[src/rtl/uart_rx_core.sv]
// uart_rx_core: 8N1 UART receiver with a two-flop input synchronizer,
// glitch-rejecting start detection and mid-bit sampling. Bytes are handed
// to the consumer over a valid/ready handshake. Framing errors and overruns
// are reported as one-cycle pulses.
// CLKS_PER_BIT must be >= 4 and 2**CNT_W must exceed CLKS_PER_BIT.
module uart_rx_core #(
  parameter int unsigned CLKS_PER_BIT = 434,
  parameter int unsigned CNT_W        = 16
) (
  input  logic       clk,
  input  logic       rst,
  input  logic       serial_rx,
  output logic [7:0] rx_data,
  output logic       rx_valid,
  input  logic       rx_ready,
  output logic       frame_err,
  output logic       overrun,
  output logic       busy
);

  localparam logic [2:0] S_IDLE  = 3'd0;
  localparam logic [2:0] S_START = 3'd1;
  localparam logic [2:0] S_DATA  = 3'd2;
  localparam logic [2:0] S_STOP  = 3'd3;
  localparam logic [2:0] S_BREAK = 3'd4;

  // Half a bit lands the first sample mid start bit; full bits thereafter.
  localparam logic [CNT_W-1:0] CNT_HALF = CNT_W'(CLKS_PER_BIT / 2 - 1);
  localparam logic [CNT_W-1:0] CNT_FULL = CNT_W'(CLKS_PER_BIT - 1);
  localparam logic [CNT_W-1:0] CNT_ONE  = CNT_W'(1);

  logic             r_sync1;
  logic             r_rxs;
  logic [2:0]       r_state;
  logic [CNT_W-1:0] r_cnt;
  logic [2:0]       r_bit_idx;
  logic [7:0]       r_shift;
  logic [7:0]       r_rx_data;
  logic             r_rx_valid;
  logic             r_frame_err;
  logic             r_overrun;
  logic             r_busy;

  logic [2:0]       w_state_nxt;
  logic [CNT_W-1:0] w_cnt_nxt;
  logic [2:0]       w_bit_idx_nxt;
  logic [7:0]       w_shift_nxt;
  logic [7:0]       w_rx_data_nxt;
  logic             w_rx_valid_nxt;
  logic             w_frame_err_nxt;
  logic             w_overrun_nxt;
  logic             w_accept;
  logic             w_cnt_zero;

  assign w_accept   = r_rx_valid & rx_ready;
  assign w_cnt_zero = (r_cnt == '0);

  // Two-stage synchronizer for the asynchronous line; idles high.
  always_ff @(posedge clk) begin
    if (rst) begin
      r_sync1 <= 1'b1;
      r_rxs   <= 1'b1;
    end else begin
      r_sync1 <= serial_rx;
      r_rxs   <= r_sync1;
    end
  end

  // State and datapath registers.
  always_ff @(posedge clk) begin
    if (rst) begin
      r_state     <= S_IDLE;
      r_cnt       <= '0;
      r_bit_idx   <= 3'd0;
      r_shift     <= 8'h00;
      r_rx_data   <= 8'h00;
      r_rx_valid  <= 1'b0;
      r_frame_err <= 1'b0;
      r_overrun   <= 1'b0;
      r_busy      <= 1'b0;
    end else begin
      r_state     <= w_state_nxt;
      r_cnt       <= w_cnt_nxt;
      r_bit_idx   <= w_bit_idx_nxt;
      r_shift     <= w_shift_nxt;
      r_rx_data   <= w_rx_data_nxt;
      r_rx_valid  <= w_rx_valid_nxt;
      r_frame_err <= w_frame_err_nxt;
      r_overrun   <= w_overrun_nxt;
      r_busy      <= (w_state_nxt != S_IDLE);
    end
  end

  // Next-state, bit timing, sampling and handshake logic.
  always_comb begin
    w_state_nxt     = r_state;
    w_cnt_nxt       = r_cnt;
    w_bit_idx_nxt   = r_bit_idx;
    w_shift_nxt     = r_shift;
    w_rx_data_nxt   = r_rx_data;
    w_rx_valid_nxt  = r_rx_valid;
    w_frame_err_nxt = 1'b0;
    w_overrun_nxt   = 1'b0;

    if (w_accept) begin
      w_rx_valid_nxt = 1'b0;
    end

    case (r_state)
      S_IDLE: begin
        w_bit_idx_nxt = 3'd0;
        if (!r_rxs) begin
          w_state_nxt = S_START;
          w_cnt_nxt   = CNT_HALF;
        end
      end

      S_START: begin
        if (w_cnt_zero) begin
          // Line must still be low mid start bit, otherwise it was a glitch.
          if (!r_rxs) begin
            w_state_nxt = S_DATA;
            w_cnt_nxt   = CNT_FULL;
          end else begin
            w_state_nxt = S_IDLE;
          end
        end else begin
          w_cnt_nxt = r_cnt - CNT_ONE;
        end
      end

      S_DATA: begin
        if (w_cnt_zero) begin
          w_shift_nxt[r_bit_idx] = r_rxs;
          w_cnt_nxt              = CNT_FULL;
          if (r_bit_idx == 3'd7) begin
            w_state_nxt   = S_STOP;
            w_bit_idx_nxt = 3'd0;
          end else begin
            w_bit_idx_nxt = r_bit_idx + 3'd1;
          end
        end else begin
          w_cnt_nxt = r_cnt - CNT_ONE;
        end
      end

      S_STOP: begin
        if (w_cnt_zero) begin
          if (r_rxs) begin
            // A same-cycle acceptance frees the slot for the new byte.
            if (!r_rx_valid || w_accept) begin
              w_rx_data_nxt  = r_shift;
              w_rx_valid_nxt = 1'b1;
            end else begin
              w_overrun_nxt = 1'b1;
            end
            w_state_nxt = S_IDLE;
          end else begin
            w_frame_err_nxt = 1'b1;
            w_state_nxt     = S_BREAK;
          end
        end else begin
          w_cnt_nxt = r_cnt - CNT_ONE;
        end
      end

      S_BREAK: begin
        // Hold off until the line returns high so a break reports once.
        if (r_rxs) begin
          w_state_nxt = S_IDLE;
        end
      end

      default: begin
        w_state_nxt = S_IDLE;
      end
    endcase
  end

  assign rx_data   = r_rx_data;
  assign rx_valid  = r_rx_valid;
  assign frame_err = r_frame_err;
  assign overrun   = r_overrun;
  assign busy      = r_busy;

endmodule
[config.mk]
export PLATFORM = sky130hd
export DESIGN_NAME = uart_rx_core
export DESIGN_NICKNAME = d
export VERILOG_FILES = /design/src/rtl/uart_rx_core.sv
export SDC_FILE = /design/constraint.sdc
export NUM_CORES = 1
export LEC_CHECK = 0
export CORE_MARGIN = 2
export CORE_UTILIZATION = 58
export DETAILED_ROUTE_END_ITERATION = 6
export PLACE_DENSITY = 0.87
export SKIP_LAST_GASP = 1
export SYNTH_ARGS = -nofsm -noshare
export SYNTH_HDL_FRONTEND = slang
export SYNTH_SLANG_ARGS = --single-unit
export TNS_END_PERCENT = 50
[constraint.sdc]
create_clock -name clk -period 2.5 [get_ports clk]
set_input_delay 0.625 -clock clk [delete_from_list [all_inputs] [get_ports clk]]
set_output_delay 0.625 -clock clk [all_outputs]
set_load 0.05 [all_outputs]
==> impl_results.md <==
- Status: completed
- Setup Viol. Count Final: 0
- Hold Buf Count CTS: 0
- Core area: 3630 um^2
- Kind of critical path: reg2reg
- Port Buffers: 15
- Critical Path Fanout Max: 12
- Critical Path Stages: 7
- Initial core utilization: 0.600
- Compound-gate portion of the synthesized area: 0.209
- Fmax: 416 MHz
- Post-synthesis to final-layout area growth: 14.6%
- Most used DFF post-synth: dfxtp_1
- CTS tree: yes
- Drt initial violations: 214
- CTS Buf Count: 5
- Asr flop ratio synth: 0
- Post-layout nets: 272
- Slew Limit Fails: 0
- Register area share after synthesis: 0.404
- Maxcap violations: 0
- Clk_lat worst skew: 0.30 ns
- Slew margin rel.: 0.582
- Hold Violations, Final: 0
- Buf/Inv on CP: 2
- CP top delay family: simple AND/OR/NAND/NOR gates
- Post-DRT Antenna Nets: 0
- Critical Path RT: 2.67 ns
- Fill cells: 310
- Mapped Cells: 250
- R2R Setup Slk: 0.1 ns
- PnR worst setup slack: 0.0975 ns
- Simple-Gate Fraction of Synth Area: 0.269
- Antenna violations before repair: 0
- DRC: 0
- Count of standard-cell rows: 22
- DR WL/cell: 15.6 um
- Slowest stage cell, crit path: a2111oi_1
- GRT Util Overall: 0.243
- Area share of fa/ha/maj cells after synthesis: 0.0229
- Worst vdd ir: 0.449 mV
- WL final: 4900 um
- # diodes: 0
- Worst-path clk slew: 0.09 ns
- Die area: 4270 um^2
- Worst EP arrival: 2.57 ns
- Slew @ Worst Pin: 0.625 ns
- Final Cycle Share: 0.961
- Slowest stage delay, CP: 0.49 ns
- RePlAce Congestion: 0.826
- Share of cells above drive strength 1: 0.106
- Worst clock skew: 0.0104 ns
- Crit-path cells: inv_1 -> ha_1 -> nor4b_1 -> and4_1 -> buf_4 -> o22ai_1 -> a2111oi_1
- Chip height: 65.3 um
- Vias in the first global route: 1785
- Via count: 2027
- IO Pins: 16
- R2r startpoint: r_cnt[0]
- DP Worst Slack: 0.163 ns
- Critical path endpoint: r_cnt[1]
- Crit path from: r_cnt[0]
- Final Critical Period: 2.40 ns
- Hold Crit Class: reg2reg
- Worst R2R Path Depth: 7
- Grt total ovfl: 0
- Syn. warnings: 0
- Total power per unit cell area: 735 nW/um^2
- Syn Nets: 258
- Die W: 65.3 um
- Max H-tree Level: 2
- LEAKAGE: 0.915 nW
- XOR/XNOR share of the synthesized area: 0
- Post-Syn Area per Cell: 8.72 um^2
- First-pass GRT wire length: 8040 um
- Final Util: 0.688
- Largest net degree at the start of global routing: 36
- Post-synthesis cell area: 2180 um^2
- Crit end category: register
- CP startpoint kind: register
- Post-synth EDFFs: 0
- CTS max path bufs: 2
- R2R Path End: r_cnt[1]
- Drt pass-1 iters: 5
- Clock Sink Count: 44
- Mux contribution to synthesized area: 0.0465
- Largest family of logic cells by synthesized area: simple AND/OR/NAND/NOR gates
- RSZ-0062 raised after global routing: yes
- Clock root buffer: clkbuf_8
- Yosys cell types: 45
- Post-DP HPWL: 3350 um
- Flop and latch count out of synthesis: 44
- DR vias/cell: 6.48
==> layout by cell type (no fill, tap or decap), types with 7 or more instances in the layout <==
master,count
clkdlybuf4s50_1,15
o31ai_1,8
inv_1,10
buf_4,8
dfxtp_1,44
nor2_1,20
nor3_1,9
a211oi_1,8
nand2_1,7
mux2i_1,9
nand3_1,11
a21oi_1,14
or4_1,10
o21ai_0,12
==> metal layers <==
layer  GRT usage  vias to the layer above  part of all wire  routed length, um
met5           0                        -                 0                  0
met3      0.0531                        6             0.067                328
met2       0.401                       70              0.48               2340
met1       0.321                      978              0.45               2180
li1            -                      973                 -                  -
met4      0.0677                        0            0.0094                 46
==> registers in the layout, indices dropped and copies added, names as in the netlist <==
signal and flops:
frame_err 1, r_state 3, r_sync1 1, r_shift 8
rx_valid 1, overrun 1, r_cnt 16, busy 1
rx_data 8, r_rxs 1, r_bit_idx 3
==> how the worst min path moves through the flow <==
| stage | startpoint | endpoint | depth (start not counted) |
|---|---|---|---|
| finish | r_sync1 | r_rxs | 1 |
| global route | r_sync1 | r_rxs | 1 |
| CTS | r_sync1 | r_rxs | 1 |
| detailed placement | r_sync1 | r_rxs | 1 |
| global placement | r_sync1 | r_rxs | 1 |
| floorplan | r_sync1 | r_rxs | 1 |
==> per-stage QoR <==
step	area [um^2]	cells	TNS (ns)	total power [mW]	hold WS (ns)
after detailed placement	2380	305	0	1.29	0.403
after floorplan	2180	250	0	1.18	0.389
after CTS	2500	313	0	1.84	0.422
after global routing	2500	313	-0.0113	1.93	0.436
after global placement	2380	305	0	1.27	0.393
final	2500	313	0	1.84	0.416
==> cell usage after synthesis (all sizes together), types with 5 or more instances <==
master	instances	area, um^2
nor3	9	45.0
a211oi	9	72.6
clkbuf	11	41.3
or3	6	37.5
nor2	20	75.1
o21ai	13	65.1
o31ai	8	60.1
nand4	6	37.5
mux2i	9	90.1
nand2b	7	46.3
nor4	6	67.6
dfxtp	44	881
nand2	7	26.3
a21oi	15	78.8
inv	10	37.5
or4	10	75.1
buf	5	27.5
nand3	11	55.1
==> power by group <==
| group | leakage (nW) | switching (mW) | internal (mW) |
|---|---|---|---|
| registers | 0.357 | 0.0613 | 0.740 |
| clock network | 0.0548 | 0.246 | 0.301 |
| logic | 0.503 | 0.290 | 0.196 |
| total | 0.915 | 0.598 | 1.24 |
==> cell families after synthesis <==
group	after synthesis
AOI/OAI and AO/OA	68
adders and majority gates	4
buffers and inverters	26
DFF	44
muxes	10
and+or+nand+nor	98
==> layout make-up <==
type                       count  area [um^2]  share of cell area
timing repair buffer          23          210              0.0841
tap                           48         60.1              0.0240
clock inverter                 3         46.3              0.0185
inverter                      10         37.5              0.0150
sequential                    44          881               0.353
multi-input combinational    180         1190               0.478
clock buffer                   5         68.8              0.0275
==> timing repair <==
item                                    CTS  global route
endpoints found under the setup margin    0             2
buffers inserted                          0             0
resized for setup                         0             2
No activity file was read; power rests on OpenSTA's default activity.
==> RTL change 1 (same flow settings) <==
Change the parameter `CNT_W` from 16 to 32.
--- a/src/rtl/uart_rx_core.sv
+++ b/src/rtl/uart_rx_core.sv
@@ -5,7 +5,7 @@
 // CLKS_PER_BIT must be >= 4 and 2**CNT_W must exceed CLKS_PER_BIT.
 module uart_rx_core #(
   parameter int unsigned CLKS_PER_BIT = 434,
-  parameter int unsigned CNT_W        = 16
+  parameter int unsigned CNT_W        = 32
 ) (
   input  logic       clk,
   input  logic       rst,
Function: same outputs for any inputs over 10 cycles, from zero or initial values and one cycle with rst high; that may be too few to reach the edited logic, so the function may still have changed.
==> RTL change 1 against the original RTL <==
Setup slack better by 0.0029 ns; critical path depth down 1; via count up 51%; total power up 110%; cell count up 56%; synthesized area up 47%; global-route usage up 3.3 points; wire length up 63%; first-iteration DRC count up 25%; clock skew up 0.0038 ns; design area up 53%; sequential cell count up 16.
==> RTL change 1: results (changes against the original RTL) <==
----------------------------------------------------
[STA]
  Worst Clk Skew ... 0.01417 ns (+0.003776 ns)
  Max-slew headroom at the worst pin ... 62.78% (+4.6 points)

[Logic synthesis]
  Post-synthesis share of cell area spent on full adders, half adders and majority gates ... 1.171% (-1.1 points)
  Count of distinct cell types in the synthesized netlist ... 54 (+20%)
  Sequential share of the synthesized area ... 37.46% (-2.9 points)
  Top cells by area in the synthesized netlist ... dfxtp_1 (37%), mux2i_1 (9.1%), nand2b_1 (5.1%)
  Compound-Gate Fraction of Synth Area ... 17.91% (-3.0 points)
  Most instantiated cells after synthesis ... dfxtp_1 (60), a21oi_1 (31), mux2i_1 (29)

[Worst setup path]
  Worst r2r src ... r_cnt[20]$_SDFFE_PP0P_
  Logic depth of the worst register-to-register path ... 6 (-1)
  Crit path max fanout ... 8 (-4)
  Critical path arrival ... 2.65 ns (+0.08 ns)
  Capturing element of the worst setup path ... r_cnt[3]$_SDFFE_PP0P_
  Worst path slowest cell ... or4_4
  Longest individual stage delay on the worst path ... 0.56 ns (+0.07 ns)

[Finish]
  Total Nets Final ... 417 (+53%)
  Filler instances ... 395 (+27%)
  Non-clk buf share ... 10.90% (+2.5 points)
  Flip-flop count of the largest register after layout ... 32 (+16)
  Share of post-route cells with drive strength above 1 ... 15.18% (+4.6 points)
  Number of ordinary inverters in the final layout ... 7 (-3)
  Final-layout clock-cell area share ... 5.220% (+0.61 points)
  Fraction of area in multi-input gates ... 49.31% (+1.5 points)

[Pwr]
  Peak supply drop ... 0.8345 mV (+86%)
  Cell leakage power ... 1.475 nW (+61%)

[Detailed routing]
  Count of vias placed by the detailed router ... 3068 (+51%)
  Met2 wire length ... 3714 um (+59%)
  Drt wl/cell ... 16.40 um (+4.8%)
  Iteration-0 DRC Markers ... 267 (+25%)

[Global routing]
  Global-route wire length before repair ... 13260 um (+65%)
  Met2 GRT Util ... 42.67% (+2.6 points)
  Vias in the first global route ... 2886 (+62%)
  Routing usage on met3 ... 8.736% (+3.4 points)
  Global-route usage over all layers ... 27.58% (+3.3 points)
  Met1 Use GR ... 33.87% (+1.7 points)

[Status]
  Status ... finished, final reports clean

[Clocking]
  H-tree depth ... 3 (+1)
  Clock transition at the register clock pins on the worst setup and hold paths after CTS ... 0.07 ns (-0.02 ns)
  Insertion delay to the later sink of the worst-skew pair ... 0.36 ns (+0.06 ns)

----------------------------------------------------
-- RTL change 1: changes by cell type after synthesis, moves of 5 or more --
cell / unedited run / this run
nor3_1: 9 / 15
nand2b_1: 6 / 26
nand2_1: 7 / 28
nor4_1: 4 / 11
dfxtp_1: 44 / 60
a21oi_1: 14 / 31
nand3b_1: 1 / 7
mux2i_1: 9 / 29
a31oi_1: 4 / 9
-- RTL change 1: cell families (layout without fill, tap and decap cells) --
| family | count (synthesis) | count (layout) |
|---|---|---|
| AOI/OAI and AO/OA | 85 | 85 |
| adders and majority gates | 3 | 3 |
| buffers and inverters | 32 | 70 |
| DFF | 60 | 60 |
| muxes | 29 | 29 |
| and+or+nand+nor | 168 | 168 |
-- RTL change 1: through the flow --
stage / std cells / hold WS (ns) / setup slack [ns] / power, mW / instance area (um^2)
after detailed placement: 471 / 0.3955 / 0.06846 / 2.834 / 3601
after global placement: 471 / 0.3967 / 0.1380 / 2.783 / 3601
after global routing: 487 / 0.4481 / -0.008870 / 3.980 / 3811
after CTS: 487 / 0.4103 / 0.06118 / 3.726 / 3800
final: 487 / 0.4105 / 0.1003 / 3.765 / 3811
after floorplan: 377 / 0.3895 / 0.1728 / 2.243 / 3207
-- RTL change 1: worst max-delay path: cells and delay by family, from the launching register on --
kind	cells	cell delay, ns
AO/OA/AOI/OAI	2	0.63
flip-flops	1	0.34
AND/OR/NAND/NOR	3	1.11
buffers and inverters	1	0.21
-- RTL change 1: power by group --
group / total, mW / leakage [nW] / switching, mW / internal, mW
Clock: 0.888 / 0.104 / 0.424 / 0.464
Sequential: 1.14 / 0.486 / 0.0960 / 1.04
Combinational: 1.74 / 0.885 / 1.02 / 0.720
Total: 3.77 / 1.48 / 1.54 / 2.23
==> RTL change 2 (same flow settings) <==
Made on the original files. Reset style: asynchronous (`rst`), changed in 2 clocked blocks.
--- a/src/rtl/uart_rx_core.sv
+++ b/src/rtl/uart_rx_core.sv
@@ -56,7 +56,7 @@
   assign w_cnt_zero = (r_cnt == '0);
 
   // Two-stage synchronizer for the asynchronous line; idles high.
-  always_ff @(posedge clk) begin
+  always_ff @(posedge clk or posedge rst) begin
     if (rst) begin
       r_sync1 <= 1'b1;
       r_rxs   <= 1'b1;
@@ -67,7 +67,7 @@
   end
 
   // State and datapath registers.
-  always_ff @(posedge clk) begin
+  always_ff @(posedge clk or posedge rst) begin
     if (rst) begin
       r_state     <= S_IDLE;
       r_cnt       <= '0;
Behaviour: differs if rst is asserted again (counterexample within 4 cycles, from zero or initial values and one cycle with rst high); with rst held inactive, the same outputs for 10 cycles.
==> RTL change 2 against the original RTL <==
Sequential cell count did not move; maximum frequency up 4.1%; synthesized area rose by 2.7%; setup slack better by 0.095 ns; non-clock buffer count increased by 3; synthesized cell count down 14%; via count down 11%; critical path depth did not move; wire length decreased by 4.9%; first-iteration DRC count down 49%; design area increased by 5.3%.
Power is not compared: it rests on default switching activity, and its combinational part moved more than twofold at a synthesized area within 25%.
==> RTL change 2: results (changes against the original RTL) <==
----------------------------------------------------
[Finish]
  Total Nets Final ... 249 (-8.5%)
  Share of post-route cells with drive strength above 1 ... 19.83% (+9.3 points)
  Post-layout instance count excluding filler cells ... 290 (-7.3%)
  Filler instances ... 251 (-19%)
  Area of the multi-input gates ... 1069 um^2 (-11%)
  Syn-to-layout area delta ... 17.49%

[Placement]
  Placement-stage cell area ... 2476 um^2 (+3.9%)
  Post-placement cell count ... 280 (-8.2%)
  Count of buffers from port buffering ... 15 (unchanged)
  Post-detail-place hpwl ... 3238 um (-3.4%)
  Final Wtd Congestion ... 0.8573 (+3.9%)
  Setup slack after placement ... 0.1664 ns (+0.003429 ns)

[Hold path]
  Min-delay worst type ... reg -> reg
  Worst Min Path Start ... r_sync1$_DFF_PP1_

[Global routing]
  Global-route usage over all layers ... 23.78% (-0.53 points)
  Vias in the first global route ... 1602 (-10%)
  Maximum number of pins on one net before global-route repair ... 20 (-44%)
  Global-route wire length before repair ... 7769 um (-3.3%)

[Worst setup path]
  Crit path max fanout ... 8 (-4)
  Critical path arrival ... 2.48 ns (-0.09 ns)
  Startpoint of the most critical setup path ... r_cnt[1]$_DFFE_PP0P_

[Logic synthesis]
  Top cells by area in the synthesized netlist ... dfrtp_1 (47%), mux2_2 (8.0%), a21oi_1 (4.0%)
  Count of distinct cell types in the synthesized netlist ... 51 (+13%)
  Sequential share of the synthesized area ... 49.27% (+8.9 points)
  Most instantiated cells after synthesis ... dfrtp_1 (42), a21oi_1 (18), nor2_1 (17)
  Fraction of registers with async set or reset after synthesis ... 100.0% (+100 points)
  Syn Inst Count ... 216 (-14%)

[STA]
  Slew at the pin closest to its max-slew limit ... 0.6740 ns (+0.04910 ns)
  Worst Clk Skew ... 0.008206 ns (-0.002190 ns)

[Detailed routing]
  Count of vias placed by the detailed router ... 1794 (-11%)
  Length of the first detailed-routing pass in iterations ... 4 (-1)
  Iteration-0 DRC Markers ... 109 (-49%)
  Total Routed Length ... 4660 um (-4.9%)

[Run]
  Max-cap violations ... 0 (unchanged)

[Status]
  Status ... finished, final reports clean

----------------------------------------------------
[RTL change 2: layout make-up]
class	count	share of cell area, %
multi-input combinational	155	40.61
clock buffer	6	2.758
clock inverter	2	2.282
tap	48	2.282
inverter	9	1.284
timing repair buffer	26	8.845
sequential	44	41.94
[RTL change 2: kinds of logic (layout without fill, tap and decap cells)]
kind of cell / after synthesis / in the layout / synth area share, %
XOR/XNOR: 4 / 4 / 1.565
AO/OA/AOI/OAI: 45 / 45 / 12.74
adder cells (fa/ha/maj): 4 / 4 / 2.235
multiplexers: 18 / 18 / 9.162
buffers and inverters: 17 / 43 / 3.351
flip-flops: 44 / 44 / 49.27
AND/OR/NAND/NOR: 84 / 84 / 21.68
[RTL change 2: worst max-delay path: stages (launching register included)]
cell and delay [ns]:
dfrtp_1 0.40, inv_1 0.13, ha_1 0.17, nor4b_1 0.21, and4_1 0.34, and2_1 0.19, and4_2 0.37, mux2_2 0.37
[RTL change 2: power breakdown]
group          total, mW  internal [mW]  switching, mW  leakage (nW)
clock              0.630          0.399          0.231        0.0654
combinational     0.0246        0.00763         0.0170         0.515
sequential         0.718          0.714        0.00413         0.584
[RTL change 2: path summary, 6_finish.rpt]
path                       slack [ns]  depth (start not counted)                      to
max reg2reg                      0.19                          7  rx_data[4]$_DFFE_PP0P_
max in group asynchronous        1.27                          3  rx_data[5]$_DFFE_PP0P_
min reg2reg                      0.36                          0         r_rxs$_DFF_PP1_
min                              0.36                          0         r_rxs$_DFF_PP1_
max                              0.19                          7  rx_data[4]$_DFFE_PP0P_
min in group asynchronous        0.65                          2     frame_err$_DFF_PP0_
[RTL change 2: routing by layer]
layer	GRT usage, %	vias up	wire [um]
li1	-	851	-
met1	35.02	867	2146
met2	33.38	66	2181
met3	5.622	10	250
met4	10.20	0	82
met5	0	-	0
[RTL change 2: repair_timing]
action,CTS,global route
hold endpoints to repair,0,0
buffers inserted,0,2
endpoints found under the setup margin,0,9
resized for setup,0,2
